<file path="src/rtl/mem_axi_master_if.sv">
// mem_axi_master_if: AXI write/read channel bundle between mem_axi_master and its slave.
interface mem_axi_master_if #(
    parameter int DATA_LEN  = 32,
    parameter int STORB_LEN = 4,
    parameter int ADDR_LEN  = 32
);
    logic                 awvalid;
    logic                 awready;
    logic [ADDR_LEN-1:0]  waddr;
    logic                 wvalid;
    logic                 wready;
    logic [DATA_LEN-1:0]  wdata;
    logic [STORB_LEN-1:0] wstrob;
    logic                 bvalid;
    logic                 bready;
    logic [2:0]           bresp;
    logic                 arvalid;
    logic                 arready;
    logic [ADDR_LEN-1:0]  raddr;
    logic                 rvalid;
    logic                 rready;
    logic [DATA_LEN-1:0]  rdata;
    logic [2:0]           rresp;

    modport master (
        output awvalid, waddr, wvalid, wdata, wstrob, bready, arvalid, raddr, rready,
        input  awready, wready, bvalid, bresp, arready, rvalid, rdata, rresp
    );
    modport slave (
        input  awvalid, waddr, wvalid, wdata, wstrob, bready, arvalid, raddr, rready,
        output awready, wready, bvalid, bresp, arready, rvalid, rdata, rresp
    );
endinterface

</file>
<file path="src/rtl/mem_axi_master.sv">
// mem_axi_master: single-outstanding core request port bridged onto AXI write/read channels.
// Define MEM_AXI_MASTER_RESP_REG_EN to register the response one cycle after the b/r handshake.
module mem_axi_master #(
    parameter int DATA_LEN  = 32,
    parameter int STORB_LEN = 4,
    parameter int ADDR_LEN  = 32
) (
    input  logic                 clk,
    input  logic                 rst_n,
    input  logic                 req_valid,
    output logic                 req_ready,
    input  logic                 req_wen,
    input  logic [ADDR_LEN-1:0]  req_addr,
    input  logic [DATA_LEN-1:0]  req_wdata,
    input  logic [STORB_LEN-1:0] req_wmask,
    output logic                 resp_valid,
    output logic [DATA_LEN-1:0]  resp_rdata,
    output logic                 resp_err,
    mem_axi_master_if.master     axi
);
    typedef enum logic [2:0] {IDLE, W_REQ, W_RESP, R_ADDR, R_DATA} state_e;
    state_e               state_q, state_d;
    logic [ADDR_LEN-1:0]  addr_q, addr_d;
    logic [DATA_LEN-1:0]  wdata_q, wdata_d, rdata_q, rdata_d;
    logic [STORB_LEN-1:0] wmask_q, wmask_d;
    logic                 awvalid_q, awvalid_d, wvalid_q, wvalid_d, bready_q, bready_d;
    logic                 arvalid_q, arvalid_d, rready_q, rready_d, err_q, err_d;
    logic                 b_hs, r_hs;

    assign b_hs        = axi.bvalid & bready_q;
    assign r_hs        = axi.rvalid & rready_q;
    assign req_ready   = state_q == IDLE;
    assign axi.awvalid = awvalid_q;
    assign axi.wvalid  = wvalid_q;
    assign axi.bready  = bready_q;
    assign axi.arvalid = arvalid_q;
    assign axi.rready  = rready_q;
    assign axi.waddr   = addr_q;
    assign axi.raddr   = addr_q;
    assign axi.wdata   = wdata_q;
    assign axi.wstrob  = wmask_q;

    always_comb begin
        state_d   = state_q;
        addr_d    = addr_q;
        wdata_d   = wdata_q;
        wmask_d   = wmask_q;
        rdata_d   = rdata_q;
        err_d     = err_q;
        awvalid_d = awvalid_q;
        wvalid_d  = wvalid_q;
        bready_d  = bready_q;
        arvalid_d = arvalid_q;
        rready_d  = rready_q;
        case (state_q)
            IDLE: if (req_valid) begin
                addr_d    = req_addr;
                wdata_d   = req_wdata;
                wmask_d   = req_wmask;
                state_d   = req_wen ? W_REQ : R_ADDR;
                awvalid_d = req_wen;
                wvalid_d  = req_wen;
                arvalid_d = !req_wen;
            end
            // a dropped valid marks its channel as already handshaken
            W_REQ: begin
                awvalid_d = awvalid_q & !axi.awready;
                wvalid_d  = wvalid_q & !axi.wready;
                if (!awvalid_d && !wvalid_d) begin
                    state_d  = W_RESP;
                    bready_d = 1'b1;
                end
            end
            W_RESP: if (axi.bvalid) begin
                state_d  = IDLE;
                bready_d = 1'b0;
                rdata_d  = '0;
                err_d    = |axi.bresp;
            end
            R_ADDR: if (axi.arready) begin
                state_d   = R_DATA;
                arvalid_d = 1'b0;
                rready_d  = 1'b1;
            end
            R_DATA: if (axi.rvalid) begin
                state_d  = IDLE;
                rready_d = 1'b0;
                rdata_d  = axi.rdata;
                err_d    = |axi.rresp;
            end
            default: state_d = IDLE;
        endcase
    end

    always_ff @(posedge clk or negedge rst_n) begin
        if (!rst_n) begin
            state_q   <= IDLE;
            addr_q    <= '0;
            wdata_q   <= '0;
            wmask_q   <= '0;
            rdata_q   <= '0;
            err_q     <= 1'b0;
            awvalid_q <= 1'b0;
            wvalid_q  <= 1'b0;
            bready_q  <= 1'b0;
            arvalid_q <= 1'b0;
            rready_q  <= 1'b0;
        end else begin
            state_q   <= state_d;
            addr_q    <= addr_d;
            wdata_q   <= wdata_d;
            wmask_q   <= wmask_d;
            rdata_q   <= rdata_d;
            err_q     <= err_d;
            awvalid_q <= awvalid_d;
            wvalid_q  <= wvalid_d;
            bready_q  <= bready_d;
            arvalid_q <= arvalid_d;
            rready_q  <= rready_d;
        end
    end

`ifdef MEM_AXI_MASTER_RESP_REG_EN
    logic resp_valid_q, resp_valid_d;
    assign resp_valid_d = b_hs | r_hs;
    always_ff @(posedge clk or negedge rst_n) begin
        if (!rst_n) resp_valid_q <= 1'b0;
        else        resp_valid_q <= resp_valid_d;
    end
    assign resp_valid = resp_valid_q;
    assign resp_rdata = rdata_q;
    assign resp_err   = err_q;
`else
    // live response in the handshake cycle, captured copy held afterwards
    assign resp_valid = b_hs | r_hs;
    assign resp_rdata = r_hs ? axi.rdata : b_hs ? '0 : rdata_q;
    assign resp_err   = r_hs ? |axi.rresp : b_hs ? |axi.bresp : err_q;
`endif
endmodule
</file>
<file path="src/flat_wrapper.sv">
// flat-port wrapper written by rule: the top's interface ports become plain ports
module mem_axi_master_flat 
#(
    parameter int DATA_LEN  = 32,
    parameter int STORB_LEN = 4,
    parameter int ADDR_LEN  = 32
)
  (clk, rst_n, req_valid, req_ready, req_wen, req_addr, req_wdata, req_wmask, resp_valid, resp_rdata, resp_err, axi_awvalid, axi_waddr, axi_wvalid, axi_wdata, axi_wstrob, axi_bready, axi_arvalid, axi_raddr, axi_rready, axi_awready, axi_wready, axi_bvalid, axi_bresp, axi_arready, axi_rvalid, axi_rdata, axi_rresp);
  mem_axi_master_if #(.DATA_LEN(DATA_LEN), .STORB_LEN(STORB_LEN), .ADDR_LEN(ADDR_LEN)) axi_i ();
  input  logic clk;
  input  logic rst_n;
  input  logic req_valid;
  output logic req_ready;
  input  logic req_wen;
  input  logic [ADDR_LEN-1:0] req_addr;
  input  logic [DATA_LEN-1:0] req_wdata;
  input  logic [STORB_LEN-1:0] req_wmask;
  output logic resp_valid;
  output logic [DATA_LEN-1:0] resp_rdata;
  output logic resp_err;
  output wire logic [$bits(axi_i.awvalid)-1:0] axi_awvalid;
  output wire logic [$bits(axi_i.waddr)-1:0] axi_waddr;
  output wire logic [$bits(axi_i.wvalid)-1:0] axi_wvalid;
  output wire logic [$bits(axi_i.wdata)-1:0] axi_wdata;
  output wire logic [$bits(axi_i.wstrob)-1:0] axi_wstrob;
  output wire logic [$bits(axi_i.bready)-1:0] axi_bready;
  output wire logic [$bits(axi_i.arvalid)-1:0] axi_arvalid;
  output wire logic [$bits(axi_i.raddr)-1:0] axi_raddr;
  output wire logic [$bits(axi_i.rready)-1:0] axi_rready;
  input wire logic [$bits(axi_i.awready)-1:0] axi_awready;
  input wire logic [$bits(axi_i.wready)-1:0] axi_wready;
  input wire logic [$bits(axi_i.bvalid)-1:0] axi_bvalid;
  input wire logic [$bits(axi_i.bresp)-1:0] axi_bresp;
  input wire logic [$bits(axi_i.arready)-1:0] axi_arready;
  input wire logic [$bits(axi_i.rvalid)-1:0] axi_rvalid;
  input wire logic [$bits(axi_i.rdata)-1:0] axi_rdata;
  input wire logic [$bits(axi_i.rresp)-1:0] axi_rresp;
  assign axi_awvalid = axi_i.awvalid;
  assign axi_waddr = axi_i.waddr;
  assign axi_wvalid = axi_i.wvalid;
  assign axi_wdata = axi_i.wdata;
  assign axi_wstrob = axi_i.wstrob;
  assign axi_bready = axi_i.bready;
  assign axi_arvalid = axi_i.arvalid;
  assign axi_raddr = axi_i.raddr;
  assign axi_rready = axi_i.rready;
  assign axi_i.awready = axi_awready;
  assign axi_i.wready = axi_wready;
  assign axi_i.bvalid = axi_bvalid;
  assign axi_i.bresp = axi_bresp;
  assign axi_i.arready = axi_arready;
  assign axi_i.rvalid = axi_rvalid;
  assign axi_i.rdata = axi_rdata;
  assign axi_i.rresp = axi_rresp;
  mem_axi_master #(.DATA_LEN(DATA_LEN), .STORB_LEN(STORB_LEN), .ADDR_LEN(ADDR_LEN)) u_core (.clk(clk), .rst_n(rst_n), .req_valid(req_valid), .req_ready(req_ready), .req_wen(req_wen), .req_addr(req_addr), .req_wdata(req_wdata), .req_wmask(req_wmask), .resp_valid(resp_valid), .resp_rdata(resp_rdata), .resp_err(resp_err), .axi(axi_i));
endmodule
</file>
<file path="config.mk">
export PLATFORM = sky130hd
export DESIGN_NAME = mem_axi_master_flat
export DESIGN_NICKNAME = d
export VERILOG_FILES = /design/src/rtl/mem_axi_master_if.sv /design/src/rtl/mem_axi_master.sv /design/src/flat_wrapper.sv
export SDC_FILE = /design/constraint.sdc
export NUM_CORES = 1
export LEC_CHECK = 0
export CORE_UTILIZATION = 41
export CTS_CLUSTER_DIAMETER = 30
export DETAILED_ROUTE_END_ITERATION = 7
export GPL_TIMING_DRIVEN = 1
export PLACE_DENSITY = 0.89
export SETUP_SLACK_MARGIN = 0.5
export SLEW_MARGIN = 20
export SYNTH_ARGS = -nofsm -noshare
export SYNTH_HDL_FRONTEND = slang
export SYNTH_SLANG_ARGS = --single-unit
export TNS_END_PERCENT = 10
</file>
<file path="constraint.sdc">
create_clock -name clk -period 2.2 [get_ports clk]
set_input_delay 0.44 -clock clk [delete_from_list [all_inputs] [get_ports clk]]
set_output_delay 0.44 -clock clk [all_outputs]
set_load 0.01 [all_outputs]
</file>
# Word-level counts from Yosys, hierarchy flattened
# Cells that the tools add are included.
# word_totals
register_bits	109
in_bits	115
elab_cells	75
# op_classes
n_mux	29
n_reduce_logical	21
eq_ne	9
n_bitwise	5
# ops
cell	count
32-bit two-way mux	4
32-bit one-hot mux with 2 select lines	1
3-bit two-way mux	5
3-bit one-hot mux with 5 select lines	1
1-bit one-hot mux with 2 select lines	6
3-bit AND reduction	4
1-bit two-way mux	11
2-bit nonzero test	5
2-bit inequality test, second input constant	4
3-bit by 2-bit == test with 1-bit output, second input constant	2
3-bit OR reduction	2
1-bit logical NOT	5
5-bit AND reduction	1
1-bit bitwise AND	4
2-bit AND reduction	2
3-bit by 1-bit == test with 1-bit output, second input constant	1
3-bit == test, second input constant	1
3-bit logical NOT	1
2-bit two-way mux	1
2-bit by 1-bit inequality test with 1-bit output, second input constant	1
1-bit logical AND	1
1-bit OR	1

# Depth between registers and ports, before layout
# logic_depth
depth_word	6
ltp_mapped	7
mapped_depth_nobuf	3

# Least setup slack after synthesis
# OpenSTA, ideal clock, no wires.
# synth_timing
path_type	input to output
start	input port axi_rvalid
end	output port resp_rdata[10]
arrival_time_ps	1307
n_path_buf	2
setup_slack_ps	453
stages	5
required_ps	1760
path_cell_list	and2_1 clkbuf_1 a21oi_2 buf_2 a22o_1
# synth_between
elab_chain_cells	2
# synth_rtl
element	line	text
from (decl)	flat_wrapper.sv:35	input wire logic [$bits(axi_i.rvalid)-1:0] axi_rvalid;
1-bit bitwise AND	mem_axi_master.sv:31	assign r_hs = axi.rvalid & rready_q;
32-bit two-way mux	mem_axi_master.sv:136	assign resp_rdata = r_hs ? axi.rdata : b_hs ? '0 : rdata_q;
to (decl)	flat_wrapper.sv:19	output logic [DATA_LEN-1:0] resp_rdata;
# No other way between the ends.

# Final worst setup path
# layout_timing
start	register u_core.bready_q, in the netlist u_core.axi.bready
end	output port resp_rdata[24]
# layout_between
elab_chain_cells	3
# layout_rtl
element	line	text
from (decl)	mem_axi_master.sv:26	logic awvalid_q, awvalid_d, wvalid_q, wvalid_d, bready_q, bready_d;
from (signal assigned)	mem_axi_master.sv:117	bready_q <= bready_d;
1-bit bitwise AND	mem_axi_master.sv:30	assign b_hs = axi.bvalid & bready_q;
32-bit two-way mux (2 in a row)	mem_axi_master.sv:136	
# No other way between the ends.

==> metrics.txt <==
placed cell areas=between 0.007 and 0.008 mm^2; nets=773; CP Data Arrival Time=around 1600 ps; crit share post-route=0.923; drt first pass iters=4; crit path max fanout=6; vias per cell=4.95; Final Hold Fails=0; Detailed Place HPWL=10.5 mm; clk buf depth=2; Finish-stage setup viols=0; Residual DRC=0; ANT nets after route=0; worst endpoint required time=1760 ps; Buffers on Ports=approximately 250; Core Area=around 0.012 mm^2; Worst R2R Start=u_core.state_q[0]; Crit. Startpoint=u_core.axi.bready; register area share after synthesis=0.530; Final Max Tran Viols=0; # rows=40; die area=0.0130 mm^2; crit end category=output port; GR Overflow Total=0; Setup Skew=about 9.4 ps; Setup Crit Path Kind=reg -> out; Post-synth EDFFs=0; status=finished clean; net count after synthesis=531; Mapped Area=roughly 0.0051 mm^2; area leader, netlist=dfrtp_1; n_diodes=0; Max rail drop VDD=0.797 mV; Post-Synthesis Cells=416; most common cell after layout, fill and taps aside=clkdlybuf4s50_1; CTS Sinks=109; area growth from synthesis to layout=56.7%; Routed WL=14.3 mm; io pins=255; Final Non-Filler Cells=831; final hold slack=511 ps; crit path launch type=register; most frequent cells in the layout=clkdlybuf4s50_1 (215), dfrtp_1 (108), mux2_2 (60); synth warn=0; Post-synth ARST share=1.00; Wirelength per Cell=17.2 um; reg2reg path depth=5; number of fillers in the final layout=908; die height=114 um; fmax=between 400 and 500 MHz; Max Cap Viol=0; Worst Setup EP=resp_rdata[24]; first-pass GRT wire length=21.9 mm; Yosys top cell area share=0.530; CTS buffer count=9; fin area=0.00806 mm^2; initial antenna violation count=0; Starting Density=0.425; gr usage total=0.217; cell count after placement=806; vias in the first global route=around 4400; leakage power=0.00340 uW; largest net degree at the start of global routing=60; CTS tree=yes; RSZ-0062 raised after global routing=true; setup TNS=0 ps; RePlAce Congestion=a little over 0.8; worst-margin pin slew=529 ps; share of cells above drive strength 1=0.246; clk root buf=clkbuf_16; reg-to-reg slack, setup=440 ps; top area cells in the synthesized netlist=dfrtp_1 (53%), mux2_2 (13%), mux2i_1 (6.6%); Vias=around 4000; #FFs+latches synth=109; DRT iter0 DRCs=174; pwr dens=1270 mW/mm^2; Hold WC Path Type=reg -> reg; ys flop type=dfrtp_1; min Tclk post-route=2030 ps; clock latency on the worst-skew pair=roughly 340 ps; H-tree Lvls=3; Mean Syn Cell Area=12.4 um^2; Worst-path clk slew=about 70 ps; Unique masters post-synth=35; Final Power=a little over 10000 uW; Die X=114 um; FF-to-FF End=u_core.rdata_q[16]; Worst slew margin=0.647
[Yosys cell counts (5+ instances only)]
cell type / number
mux2i_1: 34
buf_6: 5
buf_4: 39
mux2_4: 9
nand2_1: 37
dfrtp_1: 109
buf_2: 6
o21ai_0: 10
inv_1: 37
clkbuf_1: 5
a22o_1: 32
mux2_2: 60
[kinds of logic (layout without fill, tap and decap cells)]
kind of cell           after synthesis  count (layout)  synth area share
AND/OR/NAND/NOR                     57              57            0.0547
multiplexers                       103             103             0.224
flip-flops                         109             109             0.530
buffers and inverters               93             340             0.108
AO/OA/AOI/OAI                       54              54            0.0834
[metal layers]
metal | track usage | routed length [um]
met1 | 0.245 | 5440
met2 | 0.390 | 7660
met3 | 0.0515 | 872
met4 | 0.0900 | 299
met5 | 0 | 0
[worst min-delay path by stage]
stage          slack (ps)                  from                    to  cells after the start
4_1_cts               510   u_core.axi.wdata[0]   u_core.axi.wdata[0]                      1
3_3_place_gp          380                 rst_n   u_core.axi.wdata[4]                      1
5_1_grt               530  u_core.axi.wdata[16]  u_core.axi.wdata[16]                      1
6_report              510  u_core.axi.wdata[16]  u_core.axi.wdata[16]                      1
3_5_place_dp          380                 rst_n   u_core.axi.wdata[2]                      1
2_1_floorplan         140                 rst_n    u_core.axi.arvalid                      0
[power by group]
part           internal (uW)  switching [uW]  leakage (uW)
Clock                    957             736      0.000150
Sequential              2840             598       0.00135
Combinational           3160            1990       0.00189
Total                   6950            3330       0.00340
[sequential cells by signal (all words and copies together), names as in the netlist]
register            flops
u_core.state_q          3
u_core.axi.bready       1
u_core.axi.wdata       32
u_core.rdata_q         32
u_core.axi.awvalid      1
u_core.axi.arvalid      1
u_core.err_q            1
u_core.axi.raddr       32
u_core.axi.wstrob       4
u_core.axi.wvalid       1
u_core.axi.rready       1
[cell type report]
| class | count | area [um^2] | area share |
|---|---|---|---|
| multi-input cells | 214 | 1880 | 0.233 |
| well taps | 168 | 210 | 0.0261 |
| flip-flops and latches | 109 | 2730 | 0.338 |
| inverters | 37 | 141 | 0.0175 |
| clock buffers | 11 | 253 | 0.0313 |
| clock inverters | 5 | 65.1 | 0.00807 |
| repair buffers | 287 | 2790 | 0.346 |
[through the flow]
step	util	setup slack [ps]
4_1_cts	0.661	142
3_3_place_gp	0.638	-355
6_report	0.666	170
2_1_floorplan	-	522
5_1_grt	0.666	111
3_5_place_dp	0.638	-426
[what timing repair did]
item,CTS,global route
endpoints found under the hold margin,4,0
cloned,2,1
setup endpoints to repair,182,227
setup buffers,4,1
hold buffers,1,0
pin swaps,3,4
resized for setup,148,8
[worst max-delay path, cell delays in order (launching register included)]
cell,delay [ps]
dfrtp_2,480
a21oi_4,220
buf_12,150
buf_8,110
a22o_1,150
buf_2,140
(Power assumes the default switching activity.)
